`config.mk`:
```
export PLATFORM = sky130hd
export DESIGN_NAME = lsu_mem_stage_flat
export DESIGN_NICKNAME = d
export VERILOG_FILES = /design/src/rtl/lsu_mem_stage_if.sv /design/src/rtl/lsu_mem_stage.sv /design/src/flat_wrapper.sv
export SDC_FILE = /design/constraint.sdc
export NUM_CORES = 1
export LEC_CHECK = 0
export ABC_AREA = 1
export CAP_MARGIN = 20
export CORE_MARGIN = 10
export CORE_UTILIZATION = 45
export DETAILED_ROUTE_END_ITERATION = 10
export PLACE_DENSITY = 0.81
export SLEW_MARGIN = 5
export SYNTH_ARGS = -nofsm -noshare
export SYNTH_HDL_FRONTEND = slang
export SYNTH_SLANG_ARGS = --single-unit
```
`constraint.sdc`:
```
create_clock -name clk -period 2.07 [get_ports clk]
set_input_delay 0.414 -clock clk [delete_from_list [all_inputs] [get_ports clk]]
set_output_delay 0.414 -clock clk [all_outputs]
set_load 0.005 [all_outputs]
```
`src/rtl/lsu_mem_stage_if.sv`:
```
// Data-memory request/response bus between the load/store unit and memory.
// The LSU drives the request side; memory answers with a response strobe.
interface lsu_mem_stage_if #(
    parameter int ADDR_W = 64,
    parameter int DATA_W = 64
);
    logic              mem_req_valid;
    logic              mem_req_ready;
    logic [ADDR_W-1:0] mem_addr;
    logic              mem_wen;
    logic [DATA_W-1:0] mem_wdata;
    logic [7:0]        mem_wmask;
    logic              mem_resp_valid;
    logic [DATA_W-1:0] mem_rdata;

    modport master (
        output mem_req_valid, mem_addr, mem_wen, mem_wdata, mem_wmask,
        input  mem_req_ready, mem_resp_valid, mem_rdata
    );

    modport slave (
        input  mem_req_valid, mem_addr, mem_wen, mem_wdata, mem_wmask,
        output mem_req_ready, mem_resp_valid, mem_rdata
    );
endinterface

```
`src/rtl/lsu_mem_stage.sv`:
```
// Memory-stage load/store unit: one transaction at a time, load alignment
// and extension, store lane replication and byte masks, fault detection.
module lsu_mem_stage #(
    parameter int ADDR_W = 64,
    parameter int DATA_W = 64
) (
    input  logic                 clk,
    input  logic                 rst,
    input  logic                 ex_valid,
    input  logic                 ex_re,
    input  logic                 ex_we,
    input  logic [2:0]           ex_funct3,
    input  logic [ADDR_W-1:0]    ex_addr,
    input  logic [DATA_W-1:0]    ex_wdata,
    lsu_mem_stage_if.master      mem,
    output logic                 lsu_busy,
    output logic                 lsu_done,
    output logic [DATA_W-1:0]    lsu_rdata,
    output logic                 lsu_fault
);
    typedef enum logic [1:0] {IDLE, REQ, WAIT, DONE} state_t;

    state_t            state_q, state_d;
    logic [ADDR_W-1:0] addr_q, addr_d;
    logic [2:0]        offs_q, offs_d;
    logic [2:0]        funct3_q, funct3_d;
    logic              wen_q, wen_d;
    logic [DATA_W-1:0] wdata_q, wdata_d;
    logic [7:0]        wmask_q, wmask_d;
    logic              req_valid_q, req_valid_d;
    logic              done_q, done_d;
    logic              fault_q, fault_d;
    logic [DATA_W-1:0] rdata_q, rdata_d;

    logic              accept;
    logic              acc_fault;
    logic [DATA_W-1:0] st_data;
    logic [7:0]        st_mask;
    logic [DATA_W-1:0] lane;
    logic [DATA_W-1:0] ld_data;

    // Decode the presented op: alignment/legality check and store lane layout.
    always_comb begin
        accept    = ex_valid && (ex_re || ex_we);
        acc_fault = 1'b0;
        st_data   = ex_wdata;
        st_mask   = 8'hFF;
        case (ex_funct3[1:0])
            2'b00: begin
                st_data = {8{ex_wdata[7:0]}};
                st_mask = 8'h01 << ex_addr[2:0];
            end
            2'b01: begin
                acc_fault = ex_addr[0];
                st_data   = {4{ex_wdata[15:0]}};
                st_mask   = 8'h03 << ex_addr[2:0];
            end
            2'b10: begin
                acc_fault = (ex_addr[1:0] != 2'b00);
                st_data   = {2{ex_wdata[31:0]}};
                st_mask   = 8'h0F << ex_addr[2:0];
            end
            default: begin
                acc_fault = (ex_addr[2:0] != 3'b000);
                st_data   = ex_wdata;
                st_mask   = 8'hFF;
            end
        endcase
        if (ex_we && ex_funct3[2]) begin
            acc_fault = 1'b1;
        end
        if (!ex_we && (ex_funct3 == 3'b111)) begin
            acc_fault = 1'b1;
        end
    end

    // Shift the returned doubleword down to the addressed byte and extend it.
    always_comb begin
        lane = mem.mem_rdata >> {offs_q, 3'b000};
        case (funct3_q)
            3'b000:  ld_data = {{56{lane[7]}}, lane[7:0]};
            3'b001:  ld_data = {{48{lane[15]}}, lane[15:0]};
            3'b010:  ld_data = {{32{lane[31]}}, lane[31:0]};
            3'b100:  ld_data = {56'd0, lane[7:0]};
            3'b101:  ld_data = {48'd0, lane[15:0]};
            3'b110:  ld_data = {32'd0, lane[31:0]};
            default: ld_data = lane;
        endcase
    end

    // Next-state logic for the IDLE/REQ/WAIT/DONE sequencer and its outputs.
    always_comb begin
        state_d     = state_q;
        addr_d      = addr_q;
        offs_d      = offs_q;
        funct3_d    = funct3_q;
        wen_d       = wen_q;
        wdata_d     = wdata_q;
        wmask_d     = wmask_q;
        req_valid_d = req_valid_q;
        done_d      = 1'b0;
        fault_d     = fault_q;
        rdata_d     = rdata_q;
        case (state_q)
            IDLE: begin
                if (accept) begin
                    addr_d   = {ex_addr[ADDR_W-1:3], 3'b000};
                    offs_d   = ex_addr[2:0];
                    funct3_d = ex_funct3;
                    wen_d    = ex_we;
                    wdata_d  = st_data;
                    wmask_d  = (ex_we && !acc_fault) ? st_mask : 8'h00;
                    rdata_d  = '0;
                    fault_d  = acc_fault;
                    if (acc_fault) begin
                        state_d = DONE;
                        done_d  = 1'b1;
                    end else begin
                        state_d     = REQ;
                        req_valid_d = 1'b1;
                    end
                end
            end
            REQ: begin
                if (mem.mem_req_ready) begin
                    state_d     = WAIT;
                    req_valid_d = 1'b0;
                end
            end
            WAIT: begin
                if (mem.mem_resp_valid) begin
                    if (!wen_q) begin
                        rdata_d = ld_data;
                    end
                    state_d = DONE;
                    done_d  = 1'b1;
                end
            end
            default: begin
                state_d = IDLE;
            end
        endcase
    end

    // State and registered outputs; reset abandons any transaction in flight.
    always_ff @(posedge clk) begin
        if (rst) begin
            state_q     <= IDLE;
            addr_q      <= '0;
            offs_q      <= '0;
            funct3_q    <= '0;
            wen_q       <= 1'b0;
            wdata_q     <= '0;
            wmask_q     <= '0;
            req_valid_q <= 1'b0;
            done_q      <= 1'b0;
            fault_q     <= 1'b0;
            rdata_q     <= '0;
        end else begin
            state_q     <= state_d;
            addr_q      <= addr_d;
            offs_q      <= offs_d;
            funct3_q    <= funct3_d;
            wen_q       <= wen_d;
            wdata_q     <= wdata_d;
            wmask_q     <= wmask_d;
            req_valid_q <= req_valid_d;
            done_q      <= done_d;
            fault_q     <= fault_d;
            rdata_q     <= rdata_d;
        end
    end

    assign mem.mem_req_valid = req_valid_q;
    assign mem.mem_addr      = addr_q;
    assign mem.mem_wen       = wen_q;
    assign mem.mem_wdata     = wdata_q;
    assign mem.mem_wmask     = wmask_q;
    assign lsu_busy          = (state_q != IDLE);
    assign lsu_done          = done_q;
    assign lsu_rdata         = rdata_q;
    assign lsu_fault         = fault_q;
endmodule
```
`src/flat_wrapper.sv`:
```
// flat-port wrapper written by rule: the top's interface ports become plain ports
module lsu_mem_stage_flat 
#(
    parameter int ADDR_W = 64,
    parameter int DATA_W = 64
)
  (clk, rst, ex_valid, ex_re, ex_we, ex_funct3, ex_addr, ex_wdata, lsu_busy, lsu_done, lsu_rdata, lsu_fault, mem_mem_req_valid, mem_mem_addr, mem_mem_wen, mem_mem_wdata, mem_mem_wmask, mem_mem_req_ready, mem_mem_resp_valid, mem_mem_rdata);
  lsu_mem_stage_if #(.ADDR_W(ADDR_W), .DATA_W(DATA_W)) mem_i ();
  input  logic clk;
  input  logic rst;
  input  logic ex_valid;
  input  logic ex_re;
  input  logic ex_we;
  input  logic [2:0] ex_funct3;
  input  logic [ADDR_W-1:0] ex_addr;
  input  logic [DATA_W-1:0] ex_wdata;
  output logic lsu_busy;
  output logic lsu_done;
  output logic [DATA_W-1:0] lsu_rdata;
  output logic lsu_fault;
  output wire logic [$bits(mem_i.mem_req_valid)-1:0] mem_mem_req_valid;
  output wire logic [$bits(mem_i.mem_addr)-1:0] mem_mem_addr;
  output wire logic [$bits(mem_i.mem_wen)-1:0] mem_mem_wen;
  output wire logic [$bits(mem_i.mem_wdata)-1:0] mem_mem_wdata;
  output wire logic [$bits(mem_i.mem_wmask)-1:0] mem_mem_wmask;
  input wire logic [$bits(mem_i.mem_req_ready)-1:0] mem_mem_req_ready;
  input wire logic [$bits(mem_i.mem_resp_valid)-1:0] mem_mem_resp_valid;
  input wire logic [$bits(mem_i.mem_rdata)-1:0] mem_mem_rdata;
  assign mem_mem_req_valid = mem_i.mem_req_valid;
  assign mem_mem_addr = mem_i.mem_addr;
  assign mem_mem_wen = mem_i.mem_wen;
  assign mem_mem_wdata = mem_i.mem_wdata;
  assign mem_mem_wmask = mem_i.mem_wmask;
  assign mem_i.mem_req_ready = mem_mem_req_ready;
  assign mem_i.mem_resp_valid = mem_mem_resp_valid;
  assign mem_i.mem_rdata = mem_mem_rdata;
  lsu_mem_stage #(.ADDR_W(ADDR_W), .DATA_W(DATA_W)) u_core (.clk(clk), .rst(rst), .ex_valid(ex_valid), .ex_re(ex_re), .ex_we(ex_we), .ex_funct3(ex_funct3), .ex_addr(ex_addr), .ex_wdata(ex_wdata), .mem(mem_i), .lsu_busy(lsu_busy), .lsu_done(lsu_done), .lsu_rdata(lsu_rdata), .lsu_fault(lsu_fault));
endmodule
```
### After elaboration in Yosys (flattened, before gate mapping)

Cells that the tools add are included.

| operators by class | value |
|---|---|
| eq/ne operators | 15 |
| shift-type cells | 4 |
| multiplexer cells | 24 |
| reductions and logical operators | 19 |

Operator list:

| kind | number |
|---|---|
| 64-bit one-hot mux with 6 select lines | 1 |
| 64-bit 2-to-1 mux | 3 |
| 64-bit one-hot mux with 3 select lines | 1 |
| 64-bit one-hot mux with 2 select lines | 1 |
| 64-bit by 6-bit >> shifter with 64-bit output | 1 |
| 8-bit one-hot mux with 3 select lines | 1 |
| 3-bit == test (second input constant) | 4 |
| 1-bit 2-to-1 mux | 8 |
| 2-bit 2-to-1 mux | 4 |
| 8-bit 2-to-1 mux | 1 |
| 2-bit inequality test (second input constant) | 4 |
| 4-bit AND reduction | 2 |
| 2-bit nonzero test | 4 |
| 1-bit by 3-bit left shift with 8-bit output (first input constant) | 1 |
| 2-bit by 3-bit left shift with 8-bit output (first input constant) | 1 |
| 4-bit by 3-bit left shift with 8-bit output (first input constant) | 1 |
| 2-bit one-hot mux with 3 select lines | 1 |
| 2-bit by 1-bit == test with 1-bit output (second input constant) | 2 |
| 2-bit == test (second input constant) | 2 |
| 1-bit logical AND | 4 |
| 2-bit zero test | 2 |
| 1-bit one-hot mux with 2 select lines | 2 |
| 3-bit by 1-bit == test with 1-bit output (second input constant) | 1 |
| 3-bit by 2-bit == test with 1-bit output (second input constant) | 1 |
| other kinds (8) | 9 |

| word-level totals | value |
|---|---|
| register bits after elaboration | 209 |
| bits of input ports | 202 |
| output and inout bits | 205 |
| word-level logic and storage cells | 73 |

### Logic depth before layout (Yosys ltp)

| logic depth | value |
|---|---|
| word-level depth | 7 |
| gate-level depth with buffers | 12 |
| depth with buffers taken out | 10 |

### Worst setup path after synthesis

No wires, ideal clock.

| path | value |
|---|---|
| path type | in2reg |
| start point | in ex_funct3[0] |
| end point | reg u_core.req_valid_q, in the netlist u_core.mem.mem_req_valid |
| library setup time | 115 ps |
| data arrival time | 1510 ps |
| data required time | 1955 ps |
| slack | 444 ps |
| stages on the path | 10 |
| path buffers | 1 |
| cell sequence | inv_1 > ha_1 > clkbuf_1 > inv_1 > o21ai_0 > nand2_1 > nand3_1 > nand2_1 > a31oi_1 > nor2_1 |

| on the way | value |
|---|---|
| longest elaborated chain between the ends | 6 |

RTL lines:

| item | RTL line | RTL |
|---|---|---|
| start, declared | flat_wrapper.sv:14 | `input logic [2:0] ex_funct3;` |
| 2-bit == test, or another cell as far along | lsu_mem_stage.sv:48 | `case (ex_funct3[1:0])` |
| 1-bit one-hot mux with 3 select lines | lsu_mem_stage.sv:48 |  |
| 1-bit 2-to-1 mux | lsu_mem_stage.sv:69 | `if (ex_we && ex_funct3[2]) begin` |
| 1-bit 2-to-1 mux * | lsu_mem_stage.sv:72 | `if (!ex_we && (ex_funct3 == 3'b111)) begin` |
| 2-bit inequality test (no line) * | n/a |  |
| 4-bit AND reduction (no line) * | n/a |  |
| end signal, assigned | lsu_mem_stage.sv:167 | `req_valid_q <= req_valid_d;` |
| end, declared | lsu_mem_stage.sv:30 | `logic req_valid_q, req_valid_d;` |

Mark *: on every way between the ends. The rest lies on a longest branch, timed or not.
A chain may end at the register's enable or synchronous reset.

### Worst setup path in the final report

| path | value |
|---|---|
| start point | reg u_core.state_q[1] |
| end point | out lsu_busy |

| on the way | value |
|---|---|
| longest elaborated chain between the ends | 1 |

RTL lines:

| item | RTL line | RTL |
|---|---|---|
| start, declared | lsu_mem_stage.sv:23 | `state_t state_q, state_d;` |
| start signal, assigned | lsu_mem_stage.sv:160 | `state_q <= state_d;` |
| 2-bit nonzero test | lsu_mem_stage.sv:179 | `assign lsu_busy = (state_q != IDLE);` |
| end, declared | flat_wrapper.sv:17 | `output logic lsu_busy;` |

No other way between the ends.

==> impl_metrics.tcl <==
set metrics [dict create \
    yosysWarnings 0 \
    slew_headroom_pct 63.3 \
    r2r_start "u_core.offs_q[0]" \
    die_y_um 175 \
    grt_pass1_wl_um 72300 \
    first_iter_violations 1280 \
    drive_above_1_share_pct 8.65 \
    grt_usage_pct 29.3 \
    wl_per_cell_um 20.5 \
    max_freq_mhz 504 \
    grt-ovfl-total 0 \
    hold_path_startpoint "rst" \
    power_density_mw_per_mm2 1050 \
    antenna_found_initial 7 \
    critical_path_required_ns 1.66 \
    r2r.worst_path.cells 11 \
    path_class "reg -> out" \
    num_vias 12700 \
    cts.htree.levels 1 \
    ys_seq_area_share_pct 38.7 \
    fin_skew_ns 0.0223 \
    path_clk_slew_ns 0.06 \
    syn_inst 1607 \
    die_x_um 175 \
    cp-start-kind "flop" \
    grt_max_degree 80 \
    ys_ff_latch 209 \
    cts_root_buf "clkbuf_16" \
    synth_top_area_share_pct 38.7 \
    first_global_vias 12800 \
    fp.coreArea_mm2 0.0235 \
    arrival_ns 1.57 \
    die_area_mm2 0.0307 \
    remaining_drc_errors 0 \
    status "completed" \
    crit_start "u_core.state_q[1]" \
    nets 2182 \
    cp_max_fo 5 \
    register_area_mm2 0.00419 \
    clkLatencyLatePin_ns 0.53 \
    multi_input_area_mm2 0.00576 \
    whs_path_depth 4 \
    area_growth_pct 48.8 \
    start_util_pct 46.0 \
    synth_top_area_cell "dfxtp_1" \
    setup_tns_ns 0 \
    drv_slew 0 \
    final_cell_mix "nand2_1, clkdlybuf4s50_1, a21oi_1" \
    rows 56 \
    syn_area_mm2 0.0108 \
    gp_congestion 0.941 \
    wl_um 47500 \
    fin_crit_sh_pct 95.8 \
    setup_violations 0 \
    tritoncts "done" \
    synth_cell_types 39 \
    hold_class "in -> reg" \
    worst_pin_slew_ns 0.545 \
    hold_buffers 0 \
    totalPowerFinal_uw 16900 \
    drt-vias-per-instance 5.51 \
    dr.pass1.iters 6 \
    num_io_pins 407 \
    port_buffers 403 \
    ys_top_cells_by_area "dfxtp_1, nand2_1, a21oi_1, o21ai_0, nor2_1" \
    numCtsBuffers 24 \
    fill_cells 2001 \
    clock_path_buffers 3 \
    drv_cap 0 \
    rsz0062_at_grt "false" \
    period_minus_slack_ns 1.98 \
    final_antenna_net_count 0 \
    layout_commonest_cell "nand2_1" \
    endpoint_kind "output port" \
    cts_sinks 209 \
    power_leakage_uw 0.00656 \
    avgSynthCellArea_um2 6.74 \
    peakVddDrop_mv 0.792 \
    fin_util_pct 68.4 \
    dp_hpwl_um 35900 \
    hold_viol_final 0 \
]
-- layer usage --
layer | vias to the layer above | GRT usage (%) | share of wire, %
li1 | 6078 | - | -
met1 | 5905 | 30.6 | 35
met2 | 640 | 52.1 | 50
met3 | 116 | 10.2 | 10
met4 | 4 | 13.0 | 4.7
met5 | - | 0 | 0.036
-- critical path, cell delays in order, from the launching register on --
cell	delay, ns
dfxtp_1	0.38
inv_1	0.08
ha_2	0.21
inv_2	0.10
clkdlybuf4s15_1	0.26
-- power by group --
| group | switching, uW | total (uW) | internal, uW |
|---|---|---|---|
| registers | 424 | 5160 | 4740 |
| logic | 4200 | 7400 | 3200 |
| clock network | 1740 | 4390 | 2650 |
-- timing repair --
action | CTS | global route
gates resized for setup | 3 | 3
setup endpoints to repair | 1 | 2
setup buffers | 0 | 0
gates cloned | 0 | 0
pin swaps | 0 | 0
-- final timing paths --
check,endpoint,slack (ns)
worst max-delay path,lsu_busy,0.09
worst min-delay path,u_core.mem.mem_addr[8],0.36
worst max register to register,u_core.lsu_rdata[44],0.14
worst min register to register,u_core.lsu_rdata[31],0.46
-- cell type report --
type                            instances  share of cell area [%]
Multi-Input combinational cell       1217                    35.7
Timing Repair Buffer                  467                    29.4
Sequential cell                       209                    26.0
Clock buffer                           38                    4.49
Tap cell                              319                    2.48
Inverter                               51                    1.24
Clock inverter                          6                   0.606
Antenna cell                            5                  0.0777
-- sequential cells by signal (all words and copies together), names as in the netlist, 2 cells and up --
register / flops
u_core.offs_q: 3
u_core.state_q: 2
u_core.mem.mem_wdata: 64
u_core.mem.mem_wmask: 8
u_core.lsu_rdata: 64
u_core.funct3_q: 3
u_core.mem.mem_addr: 61
-- per-stage QoR --
| step | instances | hold slack [ns] | instance area [um^2] | setup WS [ns] |
|---|---|---|---|---|
| floorplan | 1609 | 0.456 | 10800 | 0.444 |
| global placement | 2263 | 0.452 | 15300 | -0.0318 |
| detailed placement | 2263 | 0.456 | 15300 | -0.111 |
| CTS | 2307 | 0.341 | 16100 | 0.00237 |
| global route | 2308 | 0.370 | 16100 | 0.0256 |
| finish | 2312 | 0.356 | 16100 | 0.0874 |
-- cell usage after synthesis, drive strengths merged --
library cell	instances
a21oi	232
dfxtp	209
nor2	177
ha	10
o31ai	5
clkinv	2
nand3	128
o211ai	20
conb	1
a31o	1
or2	4
a22oi	2
inv	49
o21ai	223
buf	71
clkbuf	61
a31oi	1
nand2	408
nor3	3
-- cell families after synthesis --
family                     Yosys count  synth area share, %
adders and majority gates           10                 1.16
buffers and inverters              183                 8.42
DFF                                209                 38.7
AOI/OAI and AO/OA                  484                 24.6
other                                1               0.0346
and+or+nand+nor                    720                 27.2
No activity file was read; power rests on OpenSTA's default activity.
